File: config.mk
export PLATFORM = sky130hd
export DESIGN_NAME = front_panel_dmux_flat
export DESIGN_NICKNAME = d
export VERILOG_FILES = /design/src/rtl/front_panel_dmux_if.sv /design/src/rtl/front_panel_dmux.sv /design/src/flat_wrapper.sv
export SDC_FILE = /design/constraint.sdc
export NUM_CORES = 1
export LEC_CHECK = 0
export ABC_AREA = 0
export BUFFER_PORTS_ARGS = -buffer_cell sky130_fd_sc_hd__buf_4
export CAP_MARGIN = 10
export CORE_MARGIN = 5
export CORE_UTILIZATION = 46
export CTS_CLUSTER_DIAMETER = 80
export CTS_CLUSTER_SIZE = 10
export DETAILED_ROUTE_END_ITERATION = 8
export PLACE_DENSITY = 0.77
export SLEW_MARGIN = 20
export SYNTH_ARGS = -nofsm -noshare
export SYNTH_HDL_FRONTEND = slang
export SYNTH_SLANG_ARGS = --single-unit
File: constraint.sdc
create_clock -name clk -period 2.8 [get_ports clk]
set_clock_uncertainty 0.1 [all_clocks]
set_input_delay 0.84 -clock clk [delete_from_list [all_inputs] [get_ports clk]]
set_output_delay 0.84 -clock clk [all_outputs]
set_load 0.1 [all_outputs]
File: src/rtl/front_panel_dmux_if.sv
// Signal bundle between the front panel and CPU on one side and the
// display/switch demultiplexer on the other side.
interface front_panel_dmux_if;
  logic        clear;
  logic        extd_addr;
  logic        addr_load;
  logic        dep;
  logic        exam;
  logic        cont;
  logic        dsel_sw;
  logic [0:11] sr;
  logic [0:11] rsr;
  logic        cleard;
  logic        extd_addrd;
  logic        addr_loadd;
  logic        depd;
  logic        examd;
  logic        contd;
  logic [2:0]  dsel;
  logic        sw_active;
  logic [4:0]  state;
  logic [3:11] state1;
  logic [0:11] status;
  logic [0:11] ac;
  logic [0:11] mb;
  logic [0:11] mq;
  logic [0:11] io_bus;
  logic        run_ff;
  logic [0:11] dout;
  logic [0:4]  dsel_led;
  logic        run_led;

  modport master (
    output clear, extd_addr, addr_load, dep, exam, cont, dsel_sw, sr,
    output state, state1, status, ac, mb, mq, io_bus, run_ff,
    input  rsr, cleard, extd_addrd, addr_loadd, depd, examd, contd,
    input  dsel, sw_active, dout, dsel_led, run_led
  );

  modport slave (
    input  clear, extd_addr, addr_load, dep, exam, cont, dsel_sw, sr,
    input  state, state1, status, ac, mb, mq, io_bus, run_ff,
    output rsr, cleard, extd_addrd, addr_loadd, depd, examd, contd,
    output dsel, sw_active, dout, dsel_led, run_led
  );
endinterface

File: src/rtl/front_panel_dmux.sv
// Front panel key synchronizer/debouncer plus registered lamp display mux.
// Keys are packed as {clear, extd_addr, addr_load, dep, exam, cont, dsel_sw}.
module front_panel_dmux #(
  parameter int DEBOUNCE = 2
) (
  input  logic               clk,
  input  logic               reset,
  front_panel_dmux_if.slave  bus
);

  localparam int NK = 7;
  localparam int CW = (DEBOUNCE > 1) ? $clog2(DEBOUNCE) : 1;
  localparam int K_DSEL = 0;

  logic [NK-1:0]         key_raw_s;
  logic [NK-1:0]         key_s1_d, key_s1_q;
  logic [NK-1:0]         key_s2_d, key_s2_q;
  logic [NK-1:0]         armed_d, armed_q;
  logic [NK-1:0]         pulse_d, pulse_q;
  logic [NK-1:0][CW-1:0] cnt_d, cnt_q;
  logic [0:11]           sr_s1_d, sr_s1_q;
  logic [0:11]           sr_s2_d, sr_s2_q;
  logic [2:0]            dsel_d, dsel_q;
  logic [0:11]           dout_d, dout_q;
  logic [0:4]            dsel_led_d, dsel_led_q;
  logic                  run_led_d, run_led_q;
  logic                  sw_active_s;

  assign key_raw_s = {bus.clear, bus.extd_addr, bus.addr_load, bus.dep,
                      bus.exam, bus.cont, bus.dsel_sw};

  // dsel_sw only steps the display; it never counts as a held panel key
  assign sw_active_s = |key_s2_q[NK-1:1];

  always_comb begin
    key_s1_d = key_raw_s;
    key_s2_d = key_s1_q;
    sr_s1_d  = bus.sr;
    sr_s2_d  = sr_s1_q;
  end

  // Per-key edge detect: a pulse disarms the key until it has read low
  // for DEBOUNCE consecutive clocks.
  always_comb begin
    armed_d = armed_q;
    pulse_d = '0;
    cnt_d   = cnt_q;
    for (int i = 0; i < NK; i++) begin
      if (armed_q[i]) begin
        cnt_d[i] = '0;
        if (key_s2_q[i]) begin
          armed_d[i] = 1'b0;
          pulse_d[i] = 1'b1;
        end else begin
          armed_d[i] = 1'b1;
        end
      end else if (key_s2_q[i]) begin
        cnt_d[i] = '0;
      end else if (cnt_q[i] == CW'(DEBOUNCE - 1)) begin
        armed_d[i] = 1'b1;
        cnt_d[i]   = '0;
      end else begin
        cnt_d[i] = cnt_q[i] + CW'(1);
      end
    end
  end

  always_comb begin
    dsel_d = dsel_q;
    if (pulse_q[K_DSEL]) begin
      dsel_d = (dsel_q >= 3'd5) ? 3'd0 : dsel_q + 3'd1;
    end else begin
      dsel_d = dsel_q;
    end
  end

  always_comb begin
    dout_d = 12'o0;
    if (sw_active_s) begin
      dout_d = bus.mb;
    end else begin
      case (dsel_q)
        3'd0:    dout_d = {bus.state[4:2], bus.state1[3:11]};
        3'd1:    dout_d = bus.status;
        3'd2:    dout_d = bus.ac;
        3'd3:    dout_d = bus.mb;
        3'd4:    dout_d = bus.mq;
        3'd5:    dout_d = bus.io_bus;
        default: dout_d = 12'o0;
      endcase
    end
  end

  always_comb begin
    dsel_led_d = 5'b00000;
    case (dsel_q)
      3'd1:    dsel_led_d = 5'b10000;
      3'd2:    dsel_led_d = 5'b01000;
      3'd3:    dsel_led_d = 5'b00100;
      3'd4:    dsel_led_d = 5'b00010;
      3'd5:    dsel_led_d = 5'b00001;
      default: dsel_led_d = 5'b00000;
    endcase
    run_led_d = bus.run_ff;
  end

  always_ff @(posedge clk) begin
    if (reset) begin
      key_s1_q   <= '0;
      key_s2_q   <= '0;
      armed_q    <= '1;
      pulse_q    <= '0;
      cnt_q      <= '0;
      sr_s1_q    <= 12'o0;
      sr_s2_q    <= 12'o0;
      dsel_q     <= 3'd0;
      dout_q     <= 12'o0;
      dsel_led_q <= 5'b00000;
      run_led_q  <= 1'b0;
    end else begin
      key_s1_q   <= key_s1_d;
      key_s2_q   <= key_s2_d;
      armed_q    <= armed_d;
      pulse_q    <= pulse_d;
      cnt_q      <= cnt_d;
      sr_s1_q    <= sr_s1_d;
      sr_s2_q    <= sr_s2_d;
      dsel_q     <= dsel_d;
      dout_q     <= dout_d;
      dsel_led_q <= dsel_led_d;
      run_led_q  <= run_led_d;
    end
  end

  assign bus.rsr        = sr_s2_q;
  assign bus.cleard     = pulse_q[6];
  assign bus.extd_addrd = pulse_q[5];
  assign bus.addr_loadd = pulse_q[4];
  assign bus.depd       = pulse_q[3];
  assign bus.examd      = pulse_q[2];
  assign bus.contd      = pulse_q[1];
  assign bus.dsel       = dsel_q;
  assign bus.sw_active  = sw_active_s;
  assign bus.dout       = dout_q;
  assign bus.dsel_led   = dsel_led_q;
  assign bus.run_led    = run_led_q;

endmodule

File: src/flat_wrapper.sv
// flat-port wrapper written by rule: the top's interface ports become plain ports
module front_panel_dmux_flat 
#(
  parameter int DEBOUNCE = 2
)
  (clk, reset, bus_clear, bus_extd_addr, bus_addr_load, bus_dep, bus_exam, bus_cont, bus_dsel_sw, bus_sr, bus_state, bus_state1, bus_status, bus_ac, bus_mb, bus_mq, bus_io_bus, bus_run_ff, bus_rsr, bus_cleard, bus_extd_addrd, bus_addr_loadd, bus_depd, bus_examd, bus_contd, bus_dsel, bus_sw_active, bus_dout, bus_dsel_led, bus_run_led);
  front_panel_dmux_if bus_i ();
  input  logic clk;
  input  logic reset;
  input wire logic [$bits(bus_i.clear)-1:0] bus_clear;
  input wire logic [$bits(bus_i.extd_addr)-1:0] bus_extd_addr;
  input wire logic [$bits(bus_i.addr_load)-1:0] bus_addr_load;
  input wire logic [$bits(bus_i.dep)-1:0] bus_dep;
  input wire logic [$bits(bus_i.exam)-1:0] bus_exam;
  input wire logic [$bits(bus_i.cont)-1:0] bus_cont;
  input wire logic [$bits(bus_i.dsel_sw)-1:0] bus_dsel_sw;
  input wire logic [$bits(bus_i.sr)-1:0] bus_sr;
  input wire logic [$bits(bus_i.state)-1:0] bus_state;
  input wire logic [$bits(bus_i.state1)-1:0] bus_state1;
  input wire logic [$bits(bus_i.status)-1:0] bus_status;
  input wire logic [$bits(bus_i.ac)-1:0] bus_ac;
  input wire logic [$bits(bus_i.mb)-1:0] bus_mb;
  input wire logic [$bits(bus_i.mq)-1:0] bus_mq;
  input wire logic [$bits(bus_i.io_bus)-1:0] bus_io_bus;
  input wire logic [$bits(bus_i.run_ff)-1:0] bus_run_ff;
  output wire logic [$bits(bus_i.rsr)-1:0] bus_rsr;
  output wire logic [$bits(bus_i.cleard)-1:0] bus_cleard;
  output wire logic [$bits(bus_i.extd_addrd)-1:0] bus_extd_addrd;
  output wire logic [$bits(bus_i.addr_loadd)-1:0] bus_addr_loadd;
  output wire logic [$bits(bus_i.depd)-1:0] bus_depd;
  output wire logic [$bits(bus_i.examd)-1:0] bus_examd;
  output wire logic [$bits(bus_i.contd)-1:0] bus_contd;
  output wire logic [$bits(bus_i.dsel)-1:0] bus_dsel;
  output wire logic [$bits(bus_i.sw_active)-1:0] bus_sw_active;
  output wire logic [$bits(bus_i.dout)-1:0] bus_dout;
  output wire logic [$bits(bus_i.dsel_led)-1:0] bus_dsel_led;
  output wire logic [$bits(bus_i.run_led)-1:0] bus_run_led;
  assign bus_i.clear = bus_clear;
  assign bus_i.extd_addr = bus_extd_addr;
  assign bus_i.addr_load = bus_addr_load;
  assign bus_i.dep = bus_dep;
  assign bus_i.exam = bus_exam;
  assign bus_i.cont = bus_cont;
  assign bus_i.dsel_sw = bus_dsel_sw;
  assign bus_i.sr = bus_sr;
  assign bus_i.state = bus_state;
  assign bus_i.state1 = bus_state1;
  assign bus_i.status = bus_status;
  assign bus_i.ac = bus_ac;
  assign bus_i.mb = bus_mb;
  assign bus_i.mq = bus_mq;
  assign bus_i.io_bus = bus_io_bus;
  assign bus_i.run_ff = bus_run_ff;
  assign bus_rsr = bus_i.rsr;
  assign bus_cleard = bus_i.cleard;
  assign bus_extd_addrd = bus_i.extd_addrd;
  assign bus_addr_loadd = bus_i.addr_loadd;
  assign bus_depd = bus_i.depd;
  assign bus_examd = bus_i.examd;
  assign bus_contd = bus_i.contd;
  assign bus_dsel = bus_i.dsel;
  assign bus_sw_active = bus_i.sw_active;
  assign bus_dout = bus_i.dout;
  assign bus_dsel_led = bus_i.dsel_led;
  assign bus_run_led = bus_i.run_led;
  front_panel_dmux #(.DEBOUNCE(DEBOUNCE)) u_core (.clk(clk), .reset(reset), .bus(bus_i));
endmodule
==> metrics.yaml, run 1 <==
run_status:
  status: "finished, final reports clean"
finish:
  layout.cells.most_common: "buf_4"
  regArea_sq_um: 1603
  drive_gt1_frac: 0.4212
  fill_cells: 538
  n_antenna_cell: 0
  multiInputGateArea_sq_um: 1204
  area_growth_pct: 44.27
  nNetsFinal: 503
  fin_area_sq_um: 4204
  final_cell_mix: "137 x buf_4, 79 x dfxtp_1, 42 x nor2b_1"
clocking:
  cts_buffers: 9
  clockBufferDepth: 2
  post_cts.repair.setup_buffers: 0
  clk_latency_ns: 0.33
  ctsHoldBuffers: 0
  cts.sinks: 80
  root_buffer: "clkbuf_8"
  htreeDepth: 3
  path_clk_slew_ns: 0.08
  tritoncts: "built"
  cts-resized-gates: 0
floorplan:
  num_rows: 29
  dieHeight_microns: 89.59
  ioPinCount: 136
  die_w_microns: 89.59
  start_util: 0.4669
  coreArea_sq_um: 6241
  dieArea_sq_um: 8026
placed_design:
  port_buffers: 133
  dpl_cell_area_sq_um: 3954
  dpl.hpwl_mm: 5.473
  gp_congestion: 0.7372
synthesis:
  synth_area_per_cell_sq_um: 10.79
  netlist_top_cells_area: "dfxtp_1 55%, nor2b_1 9.0%, mux2_2 5.8%, a222oi_1 3.1%, a22o_1 2.7%"
  synth_cell_types: 30
  ys_seq_area_frac: 0.5496
  syn-cell-area_sq_um: 2914
  ys_seq_elements: 80
  synth_top_area_frac: 0.5496
  synth_top_area_cell: "dfxtp_1"
  synth_edf_count: 0
  synthCells: 270
  yosys_most_used_dff: "dfxtp_1"
  async_flop_share: 0
  yosys_warnings: 0
  synth_nets: 372
timing:
  final.setup.tns_ns: 0
  grt_setup_unrepaired: "no"
  report.final.hold_viol_count: 0
  final_max_slew_viol_count: 0
  final.min_clock_period_ns: 2.314
  final-setup-viol-count: 0
  worst_pin_slew_ns: 0.8702
  fmax_mhz: 432.2
  min_period_over_period: 0.8263
  relSlewSlack: 0.4198
critical_path:
  r2r_slack_ns: 0.62
  rr_startpoint: "u_core.bus.dsel[0]"
  cp.arrival_ns: 1.37
  critPathLaunch: "u_core.key_s2_q[2]"
  critical_path_required_ns: 1.86
  cp-end-kind: "primary output"
  worst_setup_path_start_kind: "register"
  crit_path_max_fanout: 4
  crit_type: "reg -> out"
route:
  drtAntennaViolNets: 0
  dr.pass1.iters: 5
  wl_per_cell_microns: 14.97
  dr_total_vias: 2411
  drtIter0Drc: 143
  vias_per_cell: 4.992
  drt_wl_total_mm: 7.229
  drc: 0
grt:
  grt_pass1_vias: 2343
  overflow: 0
  antenna_found_initial: 0
  grt_pass1_wl_mm: 10.59
  track_usage: 0.1737
  grt_max_degree: 62
hold_path:
  hold_path_startpoint: "u_core.cnt_q[2]"
  min_path_type: "reg -> reg"
power_and_ir_drop:
  leakagePower_nw: 1.992
  power_density_nw_per_um2: 651.5
  ir_drop_mv: 0.4649
flow_run:
  drv_cap: 0
[where the power goes]
part	leakage, nW	switching, mW	total, mW	internal [mW]
logic	1.21	0.323	0.503	0.180
registers	0.659	0.0209	1.21	1.19
clock network	0.127	0.400	1.02	0.622
[synthesized netlist by cell type (2+ instances only)]
| master | count |
|---|---|
| dfxtp_1 | 80 |
| nor2b_1 | 42 |
| nand2_1 | 21 |
| mux2_2 | 15 |
| clkbuf_1 | 11 |
| nor2_1 | 10 |
| a222oi_1 | 9 |
| a22o_1 | 9 |
| a22oi_1 | 9 |
| nor4_1 | 8 |
| o21bai_1 | 7 |
| and3b_1 | 6 |
| ha_1 | 6 |
| inv_1 | 6 |
| a21oi_1 | 5 |
| mux2_1 | 4 |
| buf_2 | 3 |
| nor3b_1 | 3 |
| o2bb2ai_1 | 3 |
| buf_6 | 2 |
| nor3_1 | 2 |
[cells by family (layout without fill, tap and decap cells)]
| kind of cell | after synthesis | in the layout | share of synthesized area |
|---|---|---|---|
| AOI/OAI and AO/OA | 45 | 45 | 0.1245 |
| muxes | 19 | 19 | 0.07342 |
| adders and majority gates | 6 | 6 | 0.02576 |
| and+or+nand+nor | 97 | 97 | 0.1894 |
| DFF | 80 | 80 | 0.5496 |
| buffers and inverters | 23 | 159 | 0.03735 |
[state kept, by name, summed over array words and instances (netlist names)]
| name | count |
|---|---|
| u_core.bus.dout | 12 |
| u_core.bus.rsr | 12 |
| u_core.sr_s1_q | 12 |
| u_core.armed_q | 7 |
| u_core.cnt_q | 7 |
| u_core.key_s1_q | 7 |
| u_core.key_s2_q | 7 |
| u_core.pulse_q | 7 |
| u_core.bus.dsel_led | 5 |
| u_core.bus.dsel | 3 |
| u_core.bus.run_led | 1 |
[cell type report]
class | count | area share
well taps | 77 | 0.02292
repair buffers | 137 | 0.2446
multi-input cells | 167 | 0.2863
flip-flops and latches | 80 | 0.3813
clock buffers | 10 | 0.03274
inverters | 6 | 0.005357
clock inverters | 6 | 0.02679
[routing by layer]
metal	global-route usage	share of wire	routed length (microns)
met4	0.06901	0.011	77
met3	0.07755	0.12	898
met5	0	0	0
met2	0.3059	0.52	3766
met1	0.1800	0.34	2486
[critical path, cell delays in order (launching register included)]
cell and delay [ns]:
dfxtp_1 0.35, nor3_1 0.32, nand2_1 0.12, buf_4 0.25
[stage by stage]
stage / utilization / power [mW] / cells / hold WS, ns / setup WS [ns]
after global placement: 0.6335 / 1.737 / 467 / 0.3073 / 0.6035
after floorplan: - / 1.572 / 270 / 0.2998 / 0.01617
final: 0.6736 / 2.739 / 483 / 0.3226 / 0.4864
after global routing: 0.6736 / 2.854 / 483 / 0.3357 / 0.3353
after detailed placement: 0.6335 / 1.747 / 467 / 0.3170 / 0.5666
after CTS: 0.6736 / 2.768 / 483 / 0.3274 / 0.4617
[final timing paths]
| kind | endpoint | depth (start not counted) |
|---|---|---|
| setup / recovery | bus_sw_active | 3 |
| hold / removal | u_core.cnt_q[2] | 1 |
| hold reg to reg | u_core.cnt_q[2] | 1 |
| setup reg to reg | u_core.bus.dout[11] | 7 |
Power figures use the tool's default switching activity.
==> run 2: changes to the inputs <==
--- a/config.mk
+++ b/config.mk
@@ -9,11 +9,11 @@
 export BUFFER_PORTS_ARGS = -buffer_cell sky130_fd_sc_hd__buf_4
 export CAP_MARGIN = 10
 export CORE_MARGIN = 5
-export CORE_UTILIZATION = 46
+export CORE_UTILIZATION = 41
 export CTS_CLUSTER_DIAMETER = 80
 export CTS_CLUSTER_SIZE = 10
 export DETAILED_ROUTE_END_ITERATION = 8
-export PLACE_DENSITY = 0.77
+export PLACE_DENSITY = 0.73
 export SLEW_MARGIN = 20
 export SYNTH_ARGS = -nofsm -noshare
 export SYNTH_HDL_FRONTEND = slang
==> constraint.sdc (replaced) <==
create_clock -name clk -period 2.04 [get_ports clk]
set_clock_uncertainty 0.1 [all_clocks]
set_input_delay 0.612 -clock clk [delete_from_list [all_inputs] [get_ports clk]]
set_output_delay 0.612 -clock clk [all_outputs]
set_load 0.1 [all_outputs]
==> metrics.yaml, run 2 (synthesized netlist as in run 1, its figures left out) <==
hold_path:
  min_path_type: "reg -> reg"
  min_path_cells: 1
  hold_path_startpoint: "u_core.cnt_q[4]"
  hold_end: "u_core.cnt_q[4]"
flow_run:
  drv_cap: 0
critical_path:
  rr_startpoint: "u_core.bus.dsel[0]"
  slowest_stage: "dfxtp_4"
  worst_setup_path_start_kind: "register"
  crit_path_max_fanout: 19
  path_cells: "buf_4 -> buf_6"
  cp.arrival_ns: 1.25
  slowest_delay_ns: 0.38
  r2r_slack_ns: 0.09
  r2r-end: "u_core.bus.dout[11]"
  crit_type: "reg -> out"
  cp-end-kind: "primary output"
  ff2ff_path_depth: 5
  critPathLaunch: "u_core.bus.dsel[2]"
  critical_path_required_ns: 1.33
timing:
  relSlewSlack: 0.7275
  fmax_mhz: 508.5
  grt_setup_unrepaired: "no"
  final.min_clock_period_ns: 1.966
  final-setup-viol-count: 0
  final_max_slew_viol_count: 0
  report.final.hold_viol_count: 0
  worst_pin_slew_ns: 0.4088
  min_period_over_period: 0.9639
  final.setup.tns_ns: 0
power_and_ir_drop:
  p_sw_frac: 0.2838
  p_clk_frac: 0.353
  power_density_nw_per_um2: 851.0
  cellInternalPower_mw: 2.617
  seq_power_share: 0.455
  pwr-share-comb: 0.192
  switchingPower_mw: 1.037
  total_power_mw: 3.654
  ir_drop_mv: 0.5705
  leakagePower_nw: 2.007
route:
  drc: 0
  dr_total_vias: 2443
  drtAntennaViolNets: 0
  wl_per_cell_microns: 14.51
  dr.pass1.iters: 4
  vias_per_cell: 4.838
  drtIter0Drc: 99
  drt_wl_total_mm: 7.326
clocking:
  post_cts.repair.setup_buffers: 0
  root_buffer: "clkbuf_8"
  clockBufferDepth: 2
  tritoncts: "built"
  cts_buffers: 9
  path_clk_slew_ns: 0.08
  ctsHoldBuffers: 0
  clk_latency_ns: 0.33
  htreeDepth: 3
  cts.sinks: 80
grt:
  antenna_found_initial: 0
  grt_max_degree: 58
  overflow: 0
  grt_pass1_wl_mm: 11.40
  track_usage: 0.1653
  grt_pass1_vias: 2541
placed_design:
  dpl.hpwl_mm: 5.569
  port_buffers: 133
  gp_congestion: 0.7558
run_status:
  status: "finished, final reports clean"
finish:
  n_antenna_cell: 0
  layout.cells.most_common: "buf_4"
  fill_cells: 593
  nNetsFinal: 506
  final_cell_mix: "137 x buf_4, 77 x dfxtp_1, 42 x nor2b_1"
  area_growth_pct: 47.36
  drive_gt1_frac: 0.4450
floorplan:
  ioPinCount: 136
  num_rows: 30
  start_util: 0.4242
  dieHeight_microns: 94.31
  coreArea_sq_um: 6869
  dieArea_sq_um: 8893
  die_w_microns: 94.31
-- run 2: area by class of cell --
class / instances / area, sq um / area share
Inverter: 6 / 27.53 / 0.006410
Tap cell: 96 / 120.1 / 0.02797
Clock inverter: 6 / 90.09 / 0.02098
Sequential cell: 80 / 1613 / 0.3756
Clock buffer: 10 / 137.6 / 0.03205
Multi-Input combinational cell: 167 / 1235 / 0.2876
Timing Repair Buffer: 140 / 1071 / 0.2494
-- run 2: power groups by stage --
stage | combinational, mW | clock [mW] | sequential [mW]
after floorplan | 0.163 | 0 | 1.99
after global placement | 0.690 | 0 | 1.70
after detailed placement | 0.700 | 0 | 1.70
after CTS | 0.702 | 1.32 | 1.66
after global routing | 0.737 | 1.40 | 1.67
final | 0.701 | 1.29 | 1.66
-- run 2: worst max-delay path, delay by kind of cell (launching register included) --
kind	cells	cell delay, ns
buf+inv	2	0.54
flops	1	0.38
-- run 2: timing repair --
item                       4_1_cts  5_1_grt
gates resized for setup          3        3
setup endpoints to repair        2        5
hold endpoints to repair         0        0
-- run 2: stage by stage --
step                std cells  setup WS [ns]  hold WS (ns)  area, sq um    util
detailed placement        489        0.09505        0.3112         4040  0.5882
CTS                       505        0.03228        0.3296         4282  0.6233
global placement          489         0.1291        0.3066         4040  0.5882
floorplan                 270        -0.1623        0.2998         2953       -
finish                    505        0.07356        0.3294         4294  0.6251
global route              505       0.001440        0.3538         4294  0.6251
-- run 2: worst max-delay path by stage --
stage          depth (start not counted)  slack (ns)                  end
6_report                               2        0.07          bus_dsel[2]
2_1_floorplan                          8       -0.16   u_core.bus.dout[2]
5_1_grt                                2       0.001          bus_dsel[2]
4_1_cts                                3        0.03        bus_sw_active
3_5_place_dp                           6         0.1  u_core.bus.dout[11]
3_3_place_gp                           6        0.13  u_core.bus.dout[11]
-- run 2: layer usage --
| metal | vias up | track usage | part of all wire |
|---|---|---|---|
| li1 | 1219 | - | - |
| met1 | 1107 | 0.1818 | 0.38 |
| met2 | 102 | 0.2796 | 0.50 |
| met3 | 15 | 0.07452 | 0.10 |
| met4 | 0 | 0.06258 | 0.022 |
| met5 | - | 0 | 0 |
